[config.mk]
export PLATFORM = sky130hd
export DESIGN_NAME = imem_loader_flat
export DESIGN_NICKNAME = d
export VERILOG_FILES = /design/src/rtl/imem_loader_if.sv /design/src/rtl/imem_loader.sv /design/src/flat_wrapper.sv
export SDC_FILE = /design/constraint.sdc
export NUM_CORES = 1
export LEC_CHECK = 0
export CORE_MARGIN = 2
export CORE_UTILIZATION = 47
export CTS_CLUSTER_SIZE = 16
export DETAILED_ROUTE_END_ITERATION = 6
export PLACE_DENSITY = 0.77
export SLEW_MARGIN = 20
export SYNTH_ARGS = -nofsm -noshare
export SYNTH_HDL_FRONTEND = slang
export SYNTH_SLANG_ARGS = --single-unit
[constraint.sdc]
create_clock -name clk -period 5.8 [get_ports clk]
set_input_delay 0.58 -clock clk [delete_from_list [all_inputs] [get_ports clk]]
set_output_delay 0.58 -clock clk [all_outputs]
set_load 0.01 [all_outputs]
[src/rtl/imem_loader_if.sv]
// Byte-stream input and instruction-RAM write port of the text-memory loader.
// The loader takes the slave side; the host/RAM side takes the master side.
interface imem_loader_if #(
  parameter int n = 32,
  parameter int r = 6
);
  logic         byte_valid;
  logic [7:0]   byte_data;
  logic         byte_ready;
  logic         we;
  logic [r-1:0] waddr;
  logic [n-1:0] wdata;

  modport master (
    output byte_valid, byte_data,
    input  byte_ready, we, waddr, wdata
  );

  modport slave (
    input  byte_valid, byte_data,
    output byte_ready, we, waddr, wdata
  );
endinterface

[src/rtl/imem_loader.sv]
// Run-time instruction-memory loader: packs a host byte stream MSB-first into
// n-bit words and writes them to sequential word addresses starting at 0.
module imem_loader #(
  parameter int n = 32,
  parameter int r = 6
) (
  input  logic         clk,
  input  logic         reset,
  input  logic         start,
  input  logic [r:0]   load_len,
  imem_loader_if.slave bus,
  output logic         busy,
  output logic         done
);
  localparam int nb = n / 8;
  localparam int bw = (nb > 1) ? $clog2(nb) : 1;
  localparam logic [bw-1:0] last_byte = bw'(nb - 1);
  localparam logic [bw-1:0] byte_one  = 1;
  localparam logic [r-1:0]  word_one  = 1;
  localparam logic [r:0]    len_one   = 1;
  localparam logic [r:0]    depth     = {1'b1, {r{1'b0}}};

  typedef enum logic [1:0] {IDLE, COLLECT, WRITE, DONE} state_t;

  state_t         state;
  state_t         state_next;
  logic [r:0]     len;
  logic [r-1:0]   word_idx;
  logic [bw-1:0]  byte_idx;
  logic [n-1:0]   shift;
  logic           byte_ready;
  logic           we;
  logic           accept;
  logic           last_word;

  assign accept    = bus.byte_valid && byte_ready;
  assign last_word = ({1'b0, word_idx} == (len - len_one));

  always_ff @(posedge clk) begin
    if (reset) state <= IDLE;
    else       state <= state_next;
  end

  always_comb begin
    state_next = state;
    unique case (state)
      IDLE:    if (start) state_next = (load_len == '0) ? DONE : COLLECT;
      COLLECT: if (accept && (byte_idx == last_byte)) state_next = WRITE;
      WRITE:   state_next = last_word ? DONE : COLLECT;
      DONE:    state_next = IDLE;
      default: state_next = IDLE;
    endcase
  end

  // Every output is a decode of the state register, so none follows an input
  // combinationally.
  always_comb begin
    byte_ready = 1'b0;
    we         = 1'b0;
    busy       = 1'b0;
    done       = 1'b0;
    unique case (state)
      COLLECT: begin byte_ready = 1'b1; busy = 1'b1; end
      WRITE:   begin we = 1'b1; busy = 1'b1; end
      DONE:    done = 1'b1;
      default: ;
    endcase
  end

  // Requested lengths above the memory depth are clamped so waddr never wraps.
  always_ff @(posedge clk) begin
    if (reset) begin
      len      <= '0;
      word_idx <= '0;
      byte_idx <= '0;
      shift    <= '0;
    end else begin
      unique case (state)
        IDLE: begin
          if (start) begin
            len      <= (load_len > depth) ? depth : load_len;
            word_idx <= '0;
            byte_idx <= '0;
          end
        end
        COLLECT: begin
          if (accept) begin
            shift    <= (shift << 8) | n'(bus.byte_data);
            byte_idx <= byte_idx + byte_one;
          end
        end
        WRITE: begin
          if (!last_word) begin
            word_idx <= word_idx + word_one;
            byte_idx <= '0;
          end
        end
        default: ;
      endcase
    end
  end

  assign bus.byte_ready = byte_ready;
  assign bus.we         = we;
  assign bus.waddr      = word_idx;
  assign bus.wdata      = shift;
endmodule

[src/flat_wrapper.sv]
// flat-port wrapper written by rule: the top's interface ports become plain ports
module imem_loader_flat 
#(
  parameter int n = 32,
  parameter int r = 6
)
  (clk, reset, start, load_len, busy, done, bus_byte_valid, bus_byte_data, bus_byte_ready, bus_we, bus_waddr, bus_wdata);
  imem_loader_if #(.n(n), .r(r)) bus_i ();
  input  logic clk;
  input  logic reset;
  input  logic start;
  input  logic [r:0] load_len;
  output logic busy;
  output logic done;
  input wire logic [$bits(bus_i.byte_valid)-1:0] bus_byte_valid;
  input wire logic [$bits(bus_i.byte_data)-1:0] bus_byte_data;
  output wire logic [$bits(bus_i.byte_ready)-1:0] bus_byte_ready;
  output wire logic [$bits(bus_i.we)-1:0] bus_we;
  output wire logic [$bits(bus_i.waddr)-1:0] bus_waddr;
  output wire logic [$bits(bus_i.wdata)-1:0] bus_wdata;
  assign bus_i.byte_valid = bus_byte_valid;
  assign bus_i.byte_data = bus_byte_data;
  assign bus_byte_ready = bus_i.byte_ready;
  assign bus_we = bus_i.we;
  assign bus_waddr = bus_i.waddr;
  assign bus_wdata = bus_i.wdata;
  imem_loader #(.n(n), .r(r)) u_core (.clk(clk), .reset(reset), .start(start), .load_len(load_len), .bus(bus_i), .busy(busy), .done(done));
endmodule
### After elaboration in Yosys (flattened, before gate mapping)

Cells that the tools add are included.

| storage, ports and cells | value |
|---|---|
| flip-flop bits (word level) | 49 |
| output and inout port bits | 42 |
| input port bits | 19 |

| operators by class | value |
|---|---|
| equality and inequality tests | 9 |
| $lt $le $gt $ge | 1 |
| reduce and logical (&&, ||, !) cells | 12 |
| add/sub/neg operators | 3 |
| bitwise gates (word level) | 1 |
| muxes and demuxes | 17 |

Operators by type and width:

| kind | number |
|---|---|
| bitwise OR 32 x 8 -> 32 bit | 1 |
| two-way mux 2 bit | 7 |
| two-way mux 6 bit | 2 |
| case mux 6 bit (2 select lines) | 1 |
| case mux 2 bit (4 select lines) | 1 |
| == test 6 x 7 -> 1 bit | 1 |
| > comparator 7 bit (second input constant) | 1 |
| logical NOT 7 bit | 1 |
| two-way mux 7 bit | 1 |
| subtractor 7 x 1 -> 7 bit (second input constant) | 1 |
| adder 6 x 1 -> 6 bit (second input constant) | 1 |
| == test 2 bit (second input constant) | 3 |
| case mux 2 bit (3 select lines) | 1 |
| AND reduction 2 bit | 3 |
| two-way mux 1 bit | 4 |
| != test 2 x 1 -> 1 bit (second input constant) | 2 |
| != test 2 bit (second input constant) | 2 |
| AND reduction 4 bit | 1 |
| AND reduction 3 bit | 1 |
| nonzero test 3 bit | 1 |
| adder 2 x 1 -> 2 bit (second input constant) | 1 |
| == test 2 x 1 -> 1 bit (second input constant) | 1 |
| logical AND 1 bit | 2 |
| logical NOT 2 bit | 1 |
| 2 further kinds | 2 |

### Longest topological paths before layout

| logic depth | value |
|---|---|
| word-level depth | 6 |
| gate-level depth with buffers | 7 |
| depth with buffers taken out | 7 |

### Worst setup path after synthesis

OpenSTA, ideal clock, no wires.

| timing path | value |
|---|---|
| kind | register to register |
| from | register u_core.len[0] |
| to | register u_core.byte_idx[0] |
| arrival | 1950 ps |
| library setup time | 72 ps |
| cell stages (with the launch flop) | 8 |
| slack | 3778 ps |
| clock period less this slack | 2022 ps |
| data required time | 5728 ps |
| buffers on the path | 0 |
| path through | dfxtp_1 > inv_1 > ha_1 > or3b_1 > a211oi_1 > nor4_4 > a311oi_2 > mux2i_1 |

| on the way | value |
|---|---|
| longest elaborated chain between the ends | 4 |

Ends and longest elaborated chain:

| what | RTL line | source |
|---|---|---|
| start: declaration | imem_loader.sv:27 | `logic [r:0] len;` |
| start signal: assignment | imem_loader.sv:81 | `len <= (load_len > depth) ? depth : load_len;` |
| subtractor 7 x 1 -> 7 bit | imem_loader.sv:37 | `assign last_word = ({1'b0, word_idx} == (len - len_one));` |
| == test 6 x 7 -> 1 bit | imem_loader.sv:37 |  |
| != test 2 bit (no source line) | - |  |
| AND reduction 4 bit (no source line) | - |  |
| end signal: assignment | imem_loader.sv:89 | `byte_idx <= byte_idx + byte_one;` |
| end: declaration | imem_loader.sv:29 | `logic [bw-1:0] byte_idx;` |

Every way passes these cells.
A chain may end at the register's enable or synchronous reset.

### Worst setup path in the final report

| timing path | value |
|---|---|
| from | input port start |
| to | register u_core.word_idx[3] (netlist: u_core.bus.waddr[3]) |

| on the way | value |
|---|---|
| longest elaborated chain between the ends | 2 |

Ends and longest elaborated chain:

| what | RTL line | source |
|---|---|---|
| start: declaration | flat_wrapper.sv:11 | `input logic start;` |
| != test 2 bit (no source line) | - |  |
| AND reduction 3 bit (no source line) | - |  |
| end signal: assignment | imem_loader.sv:94 | `word_idx <= word_idx + word_one;` |
| end: declaration | imem_loader.sv:28 | `logic [r-1:0] word_idx;` |

Every way passes these cells.

==> flow_summary.ini <==
[synthesis]
avgSynthCellArea_um2 = 8.10
synth_top_area_frac = 0.413
seq_area_frac_synth = 0.413
synth-seq-cells = 49
synth_area_um2 = 2370
synth.area.top_cells = dfxtp_1 41%, nand2_1 12%, a21oi_1 8.6%, ha_1 3.7%, clkbuf_1 2.4%
synth.distinct_cells = 49
syn-num-nets = 319
synth_largest_area_cell = dfxtp_1
synth_common_cells = 76 x nand2_1, 49 x dfxtp_1, 41 x a21oi_1
synthArstFlopShare = 0
yosysWarningCount = 0
synth-edff-count = 0
synth.most_common_cell = nand2_1
netlist_instances = 293
synth_ff_type = dfxtp_1

[sta]
setup_viol = 0
fmax_ghz = 0.440
tns_ns = 0
worst_pin_slew_ns = 1.03
slew_violations = 0
layout_min_cycle_time_ns = 2.27
hold_viol = 0
rsz0062_at_grt = false
clock-skew-final_ns = 0.0114
whs_ns = 0.456
post-route-period-util = 0.392
slew_headroom = 0.313

[routing]
routed_wl_um = 5310
wl_per_cell_um = 12.9
met1_length_um = 2370
top_layer_used = met4
drt-pass1-iter-count = 4
ant_nets = 0
met3_length_um = 391
routed-wl-met2_um = 2480
via_per_inst = 5.28
vias = 2172
drtIter0Drc = 96
drc = 0

[critical_path]
worstSetupPathType = primary input to flip-flop
cp.arrival_ns = 2.51
start_kind = primary input
crit_fanout = 14
r2r_start = u_core.len[0]
reg2reg_to = u_core.byte_idx[0]
regToRegSetupSlack_ns = 3.55
cp-end-kind = flip-flop
required_ns = 6.04
reg2reg_depth = 7

[cts]
root_buffer = clkbuf_8
post_cts_buffers = 0
cts.clk_slew.worst_paths_ns = 0.09
clock_latency_ns = 0.31
numCtsBuffers = 5
clock_sinks = 49
cts_hold_buf = 0
cts_tree = built
cts.repair.resized = 0
clockBufferDepth = 2
htree_levels = 2

[power]
p_switching_w = 0.000329
p_leak_nw = 1.02
peakVddDrop_uv = 180
swShare = 0.360
seqPwrFrac = 0.420
clkPwrFrac = 0.239
p_int_w = 0.000585
powerDensity_nw_per_um2 = 297
power_frac_comb = 0.341

[grt]
grt_pass1_vias = 1932
track_usage = 0.197
antenna_found_initial = 0
grt_max_degree = 57
grt_pass1_wl_um = 8690
grt-ovfl-total = 0

[floorplan]
rows = 25
die_w_um = 75.1
die_h_um = 75.1
core_um2 = 4790
fp.dieArea_um2 = 5630
start_util = 0.496
io_pins = 61

[placed_design]
place_hpwl_um = 3720
port_buffers = 60
placed_cells = 403
placed_cell_area_um2 = 2980
gp_congestion = 0.813

[layout]
syn_to_final_growth_pct = 29.8
antenna-diode-count = 0
stdcell_count = 411
final_core_util = 0.644
nets = 369
layout-drive-gt1-share = 0.0698
fin_area_um2 = 3080

[worst_hold_path]
min_to = u_core.bus.wdata[24]
hp-class = flip-flop to flip-flop
hold_path_startpoint = u_core.bus.wdata[24]
whs_path_depth = 2

[outcome]
status = finished clean

[job]
cap_violations = 0
[power by group through the flow]
stage	Sequential, W	Clock, W	Combinational [W]
floorplan	0.000389	0	0.000218
detailed placement	0.000392	0	0.000311
global placement	0.000391	0	0.000308
finish	0.000384	0.000218	0.000311
CTS	0.000384	0.000222	0.000314
global route	0.000389	0.000237	0.000348
[critical path, cell delays in order]
cell	delay (ns)
clkdlybuf4s50_1	0.54
nand2_1	0.28
o21ai_1	0.37
inv_1	0.16
a311oi_2	0.41
o2bb2ai_1	0.16
[metal layers]
metal  GRT usage  up-vias
met2       0.308       52
met1       0.256      998
met3      0.0710        6
met5           0        -
met4      0.0556        0
li1            -     1116
[cells in the final DEF (no fill, tap or decap), types with 3 or more instances in the layout]
cell             instances
nand3b_1                 4
nand3_1                  8
nor3b_1                  7
o2bb2ai_1                4
o21ai_0                  3
a31oi_1                  4
xor2_1                   3
clkdlybuf4s50_1         59
nand2b_1                 8
nor2_1                   9
dfxtp_1                 49
ha_1                     7
inv_1                   10
a21oi_1                 41
nor2b_1                  4
nand2_1                 76
clkbuf_8                 6
[sequential cells by signal, indices dropped and copies added, names as in the netlist]
register,flops
u_core.bus.wdata,32
u_core.len,7
u_core.bus.waddr,6
u_core.byte_idx,2
u_core.state,2
[worst max path at each step]
stage / endpoint / slack [ns] / startpoint / depth (start not counted)
finish: u_core.bus.waddr[3] / 3.53 / start / 6
global route: u_core.bus.waddr[3] / 3.32 / u_core.state[1] / 7
CTS: u_core.bus.waddr[3] / 3.53 / u_core.len[0] / 7
detailed placement: u_core.bus.waddr[3] / 3.22 / start / 6
global placement: u_core.bus.waddr[5] / 3.27 / start / 6
floorplan: u_core.byte_idx[0] / 3.78 / u_core.len[0] / 7
[area by class of cell]
class	count	area [um2]
clock buffer	6	82.6
fill	427	1700
tap	67	83.8
inverter	10	37.5
timing repair buffer	60	596
multi-input combinational	217	1280
clock inverter	2	17.5
sequential	49	981
[metrics by stage]
step           power [W]  worst slack (ns)
2_1_floorplan   0.000607              3.78
3_3_place_gp    0.000699              3.27
3_5_place_dp    0.000703              3.22
4_1_cts         0.000920              3.53
5_1_grt         0.000974              3.32
6_report        0.000914              3.53
[cell families (layout without fill, tap and decap cells)]
| logic type | after synthesis | in the layout | synth area share |
|---|---|---|---|
| multiplexers | 2 | 2 | 0.00843 |
| flip-flops | 49 | 49 | 0.413 |
| adder cells (fa/ha/maj) | 7 | 7 | 0.0369 |
| XOR/XNOR | 4 | 4 | 0.0148 |
| AO/OA/AOI/OAI | 73 | 73 | 0.203 |
| AND/OR/NAND/NOR | 131 | 131 | 0.277 |
| buffers and inverters | 27 | 78 | 0.0464 |
Note: power is estimated with default switching activity, not from simulation.
